File: config.mk
export PLATFORM = sky130hd
export DESIGN_NAME = dcache_write_buffer
export DESIGN_NICKNAME = d
export VERILOG_FILES = /design/src/rtl/dcache_write_buffer.sv
export SDC_FILE = /design/constraint.sdc
export NUM_CORES = 2
export LEC_CHECK = 0
export ABC_AREA = 1
export BUFFER_PORTS_ARGS = -buffer_cell sky130_fd_sc_hd__buf_2
export CAP_MARGIN = 40
export CELL_PAD_IN_SITES_DETAIL_PLACEMENT = 0
export CELL_PAD_IN_SITES_GLOBAL_PLACEMENT = 2
export CORE_MARGIN = 5
export CORE_UTILIZATION = 34
export DETAILED_ROUTE_END_ITERATION = 6
export GPL_TIMING_DRIVEN = 0
export PLACE_DENSITY_LB_ADDON = 0.3
export SLEW_MARGIN = 20
export SYNTH_ARGS = -nofsm -noshare
export SYNTH_HDL_FRONTEND = slang
export SYNTH_SLANG_ARGS = --single-unit
File: constraint.sdc
create_clock -name clk -period 3.2 [get_ports clk]
set_clock_uncertainty 0.1 [all_clocks]
set_input_delay 0.64 -clock clk [delete_from_list [all_inputs] [get_ports clk]]
set_output_delay 0.64 -clock clk [all_outputs]
set_load 0.1 [all_outputs]
File: src/rtl/dcache_write_buffer.sv
// Posted-write buffer between the L1 D-cache and slow_memD. Block write-backs are absorbed into a
// coalescing FIFO and drained in the background; read misses are forwarded on a match or go to memory first.
module dcache_write_buffer #(
    parameter int DEPTH = 4,
    parameter int AW    = 28,
    parameter int DW    = 128
) (
    input  logic          clk,
    input  logic          rst_n,
    input  logic          cache_read,
    input  logic          cache_write,
    input  logic [AW-1:0] cache_addr,
    input  logic [DW-1:0] cache_wdata,
    output logic [DW-1:0] cache_rdata,
    output logic          cache_ready,
    output logic          mem_read,
    output logic          mem_write,
    output logic [AW-1:0] mem_addr,
    output logic [DW-1:0] mem_wdata,
    input  logic [DW-1:0] mem_rdata,
    input  logic          mem_ready
);
    localparam int PW = $clog2(DEPTH);

    typedef enum logic [1:0] {IDLE = 2'd0, MEM_RD = 2'd1, MEM_WR = 2'd2} state_t;

    state_t        state_q, state_d;
    logic [AW-1:0] ent_addr_q [DEPTH];
    logic [AW-1:0] ent_addr_d [DEPTH];
    logic [DW-1:0] ent_data_q [DEPTH];
    logic [DW-1:0] ent_data_d [DEPTH];
    logic [PW-1:0] head_q, head_d, tail_q, tail_d;
    logic [PW:0]   count_q, count_d;
    logic          cache_ready_q, cache_ready_d;
    logic [DW-1:0] cache_rdata_q, cache_rdata_d;
    logic          mem_read_q, mem_read_d;
    logic          mem_write_q, mem_write_d;
    logic [AW-1:0] mem_addr_q, mem_addr_d;
    logic [DW-1:0] mem_wdata_q, mem_wdata_d;

    logic          rd_new, wr_new, rd_hit, co_hit, push, pop;
    logic [PW-1:0] rd_idx, co_idx, idx;

    assign rd_new = cache_read && !cache_ready_q;
    assign wr_new = cache_write && !cache_ready_q;
    assign pop    = (state_q == MEM_WR) && mem_ready;
    assign push   = wr_new && !co_hit && ((count_q < (PW+1)'(DEPTH)) || pop);

    // Scan oldest to newest so the newest matching entry wins; the in-flight head never coalesces.
    always_comb begin
        rd_hit = 1'b0;
        co_hit = 1'b0;
        rd_idx = '0;
        co_idx = '0;
        idx    = '0;
        for (int k = 0; k < DEPTH; k++) begin
            idx = head_q + PW'(k);
            if (((PW+1)'(k) < count_q) && (ent_addr_q[idx] == cache_addr)) begin
                rd_hit = 1'b1;
                rd_idx = idx;
                if (!((k == 0) && (state_q == MEM_WR))) begin
                    co_hit = 1'b1;
                    co_idx = idx;
                end
            end
        end
    end

    always_comb begin
        state_d       = state_q;
        ent_addr_d    = ent_addr_q;
        ent_data_d    = ent_data_q;
        head_d        = head_q;
        tail_d        = tail_q;
        count_d       = count_q;
        cache_ready_d = 1'b0;
        cache_rdata_d = cache_rdata_q;
        mem_read_d    = mem_read_q;
        mem_write_d   = mem_write_q;
        mem_addr_d    = mem_addr_q;
        mem_wdata_d   = mem_wdata_q;

        if (rd_new && rd_hit) begin
            cache_rdata_d = ent_data_q[rd_idx];
            cache_ready_d = 1'b1;
        end
        if (wr_new && co_hit) begin
            ent_data_d[co_idx] = cache_wdata;
            cache_ready_d      = 1'b1;
        end
        if (push) begin
            ent_addr_d[tail_q] = cache_addr;
            ent_data_d[tail_q] = cache_wdata;
            tail_d             = tail_q + PW'(1);
            cache_ready_d      = 1'b1;
        end
        if (pop) begin
            head_d = head_q + PW'(1);
        end
        if (push && !pop) begin
            count_d = count_q + (PW+1)'(1);
        end else if (pop && !push) begin
            count_d = count_q - (PW+1)'(1);
        end

        case (state_q)
            IDLE: begin
                if (rd_new && !rd_hit) begin
                    mem_read_d = 1'b1;
                    mem_addr_d = cache_addr;
                    state_d    = MEM_RD;
                end else if (count_q != '0) begin
                    mem_write_d = 1'b1;
                    mem_addr_d  = ent_addr_q[head_q];
                    // A coalesce into the head on this same edge must reach memory too.
                    mem_wdata_d = (wr_new && co_hit && (co_idx == head_q)) ? cache_wdata
                                                                           : ent_data_q[head_q];
                    state_d     = MEM_WR;
                end
            end
            MEM_RD: begin
                if (mem_ready) begin
                    cache_rdata_d = mem_rdata;
                    cache_ready_d = 1'b1;
                    mem_read_d    = 1'b0;
                    state_d       = IDLE;
                end
            end
            MEM_WR: begin
                if (mem_ready) begin
                    mem_write_d = 1'b0;
                    state_d     = IDLE;
                end
            end
            default: state_d = IDLE;
        endcase
    end

    always_ff @(posedge clk or negedge rst_n) begin
        if (!rst_n) begin
            state_q       <= IDLE;
            head_q        <= '0;
            tail_q        <= '0;
            count_q       <= '0;
            cache_ready_q <= 1'b0;
            cache_rdata_q <= '0;
            mem_read_q    <= 1'b0;
            mem_write_q   <= 1'b0;
            mem_addr_q    <= '0;
            mem_wdata_q   <= '0;
            for (int i = 0; i < DEPTH; i++) begin
                ent_addr_q[i] <= '0;
                ent_data_q[i] <= '0;
            end
        end else begin
            state_q       <= state_d;
            head_q        <= head_d;
            tail_q        <= tail_d;
            count_q       <= count_d;
            cache_ready_q <= cache_ready_d;
            cache_rdata_q <= cache_rdata_d;
            mem_read_q    <= mem_read_d;
            mem_write_q   <= mem_write_d;
            mem_addr_q    <= mem_addr_d;
            mem_wdata_q   <= mem_wdata_d;
            ent_addr_q    <= ent_addr_d;
            ent_data_q    <= ent_data_d;
        end
    end

    assign cache_ready = cache_ready_q;
    assign cache_rdata = cache_rdata_q;
    assign mem_read    = mem_read_q;
    assign mem_write   = mem_write_q;
    assign mem_addr    = mem_addr_q;
    assign mem_wdata   = mem_wdata_q;

endmodule

==> results.yml <==
synthesis:
  netlist-cell-type-count: 31
  synthTopCellsByCount: "2,540 x nand2_1, 987 x nand3_1, 920 x dfrtp_1"
  synth_top_area_share_pct: 45.7
  synthArstFlopShare_pct: 100
  synth-seq-area-share_pct: 45.7
  postSynthAreaPerCell_sq_um: 7.17
  synth-seq-cells: 920
  synthFlopType: "dfrtp_1"
  synth_most_common_cell: "nand2_1"
  syn_inst: 7026
  synth_top_area_cell: "dfrtp_1"
  yosys_warnings: 0
  synth_area_leaders: "dfrtp_1 46%, nand2_1 19%, nand3_1 9.8%"
  syn_nets: 7327
  synth_edf_count: 0
  syn_area_sq_um: 50400
timing:
  setup_viol: 915
  finalMaxSlewViolations: 0
  max_freq_ghz: 0.257
  finalHoldViolCount: 0
  min_period_over_period_pct: 122
  min_period_ps: 3900
  tns_ps: -518330
  slew_headroom_pct: 42.6
  rsz0062_at_grt: "yes"
  fin_ws_ps: -697
  hold_slack_ps: 44.1
  worstMarginPinSlew_ps: 859
global_route:
  grt_usage_pct: 31.0
  grt_pass1_wl_um: 362000
  antenna_found_initial: 41
  grt_max_degree: 129
  grt_pass1_vias: 52400
  grt-ovfl-total: 0
worst_setup_path:
  r2r-end: "mem_wdata[15]$_DFFE_PN0P_"
  r2r-start: "head_q[1]$_DFFE_PN0P_"
  r2r_cells: 28
  max_stage_delay_ps: 370
  endpoint_kind: "flip-flop"
  cp.arrival_ps: 4480
  startpoint_type: "flip-flop"
  cp.required_ps: 3780
  cp_max_fo: 10
  cpMaxStageDelayCell: "dfrtp_1"
  reg2reg_slack_ps: -700
  crit_type: "reg -> reg"
layout:
  num-nets-final: 8191
  fillers: 15200
  stdcell_count: 9926
  fin_util_pct: 44.0
  drive_above_1_share_pct: 18.6
  area_delta_synth_final_pct: 28.9
  design_area_sq_um: 64900
place:
  gp_congestion: 0.927
  portBuffers: 573
  pre_cts_ws_ps: -2580
  dp_hpwl_um: 180000
  dp.cells: 9547
  placed_cell_area_sq_um: 56000
detailed_routing:
  final_antenna_net_count: 0
  wl_per_cell_um: 25.2
  drc_errors: 0
  drt-pass1-iter-count: 6
  num_vias: 53900
  viasPerCell: 5.43
  finalWirelength_um: 250000
  first_iter_violations: 5529
status:
  status: "complete, but fails checks"
  failed_checks: "negative setup slack"
cts:
  clkTransAtPathRegs_ps: 60
  cts_made_buffers: 111
  cts_root_buf: "clkbuf_16"
  cts_tree: "done"
  cts.sinks: 920
  h-tree-depth: 3
  clock_latency_ps: 750
  clk_path_buf_depth: 3
hold_path:
  whs_path_depth: 3
  min_path_type: "in -> reg"
  hp-start: "mem_rdata[43]"
  hold_end: "cache_rdata[43]$_DFF_PN0_"
floorplanning:
  die_y_um: 395
  start_util_pct: 34.2
  coreArea_sq_um: 147000
  die_x_um: 395
  die_area_sq_um: 156000
  ioPinCount: 576
  placementRows: 141
power:
  leakage_nw: 32.9
  pwr_density_cell_nw_per_um2: 1260
  ir_drop_mv: 0.868
  finalPower_mw: 81.9
run:
  cap_violations: 0
[critical path, delay by kind of cell (launching register included)]
| kind | cells | cell delay (ps) |
|---|---|---|
| flip-flops | 1 | 370 |
| AND/OR/NAND/NOR | 19 | 2060 |
| buffers and inverters | 9 | 1280 |
[layout by cell type (no fill, tap or decap), drive strengths merged]
cell / n
nand3: 988
a31oi: 1
or2: 1
o21ai: 569
clkinvlp: 4
o211ai: 142
ha: 12
buf: 972
diode: 15
nand3b: 1
xor2: 9
xnor2: 1
a21oi: 164
nor2: 161
nand2: 2545
nand4: 9
clkbuf: 349
clkinv: 28
o22ai: 176
a221oi: 128
dfrtp: 920
and2: 1
dlygate4sd3: 78
inv: 712
bufinv: 5
bufbuf: 3
nor3: 2
[flip-flops by register name, summed over array words and instances (netlist names)]
signal and count:
mem_addr 28, cache_ready 1, ent_addr_q 112, state_q 2, head_q 2, mem_wdata 128, mem_read 1, cache_rdata 128
ent_data_q 512, mem_write 1, count_q 3, tail_q 2
[how the worst max path moves through the flow]
stage	from	endpoint	slack, ps	cells past startpoint
after floorplan	cache_addr[10]	cache_rdata[101]$_DFF_PN0_	190	20
after global placement	rst_n	cache_rdata[41]$_DFF_PN0_	-20110	1
after detailed placement	head_q[0]$_DFFE_PN0P_	cache_rdata[19]$_DFF_PN0_	-2580	21
after CTS	head_q[0]$_DFFE_PN0P_	mem_wdata[95]$_DFFE_PN0P_	-630	25
after global routing	head_q[0]$_DFFE_PN0P_	mem_wdata[82]$_DFFE_PN0P_	-860	26
final	head_q[1]$_DFFE_PN0P_	mem_wdata[15]$_DFFE_PN0P_	-700	28
[area by class of cell]
| cell class | instances | area [sq um] | share of cell area [%] |
|---|---|---|---|
| antenna | 15 | 37.5 | 0.0578 |
| buffer | 484 | 4390 | 6.76 |
| clock buffer | 167 | 3340 | 5.14 |
| clock inverter | 37 | 427 | 0.657 |
| inverter | 712 | 2710 | 4.17 |
| multi-input combinational | 4910 | 23500 | 36.1 |
| sequential | 920 | 23000 | 35.5 |
| tap | 1930 | 2410 | 3.72 |
| timing repair buffer | 751 | 5140 | 7.91 |
[cells by family (layout without fill, tap and decap cells)]
kind of cell / after synthesis / in the layout / share of synthesized area (%)
buffers and inverters: 1198 / 2151 / 9.84
other: 0 / 15 / 0
AOI/OAI and AO/OA: 1180 / 1180 / 13.8
adders and majority gates: 12 / 12 / 0.298
DFF: 920 / 920 / 45.7
and+or+nand+nor: 3706 / 3708 / 30.2
xor gates and xnor gates: 10 / 10 / 0.174
[power breakdown]
part	switching [mW]	internal (mW)
registers	3.65	17.1
clock network	5.55	7.60
logic	34.9	13.1
[per-layer routing]
layer  vias up  track usage [%]  share of wire (%)
met4        18             13.8                5.1
met3       496             6.44                8.4
met5         -                0              0.047
met2      2381             47.5                 44
li1      24800                -                  -
met1     26200             42.2                 42
[repair_timing]
action / CTS / global route
setup endpoints to repair: 918 / 917
endpoints found under the hold margin: 154 / 0
hold buffers: 78 / 0
resized for setup: 825 / 225
cloned: 17 / 1
setup buffers: 60 / 6
pin swaps: 46 / 32
Power figures use the tool's default switching activity.
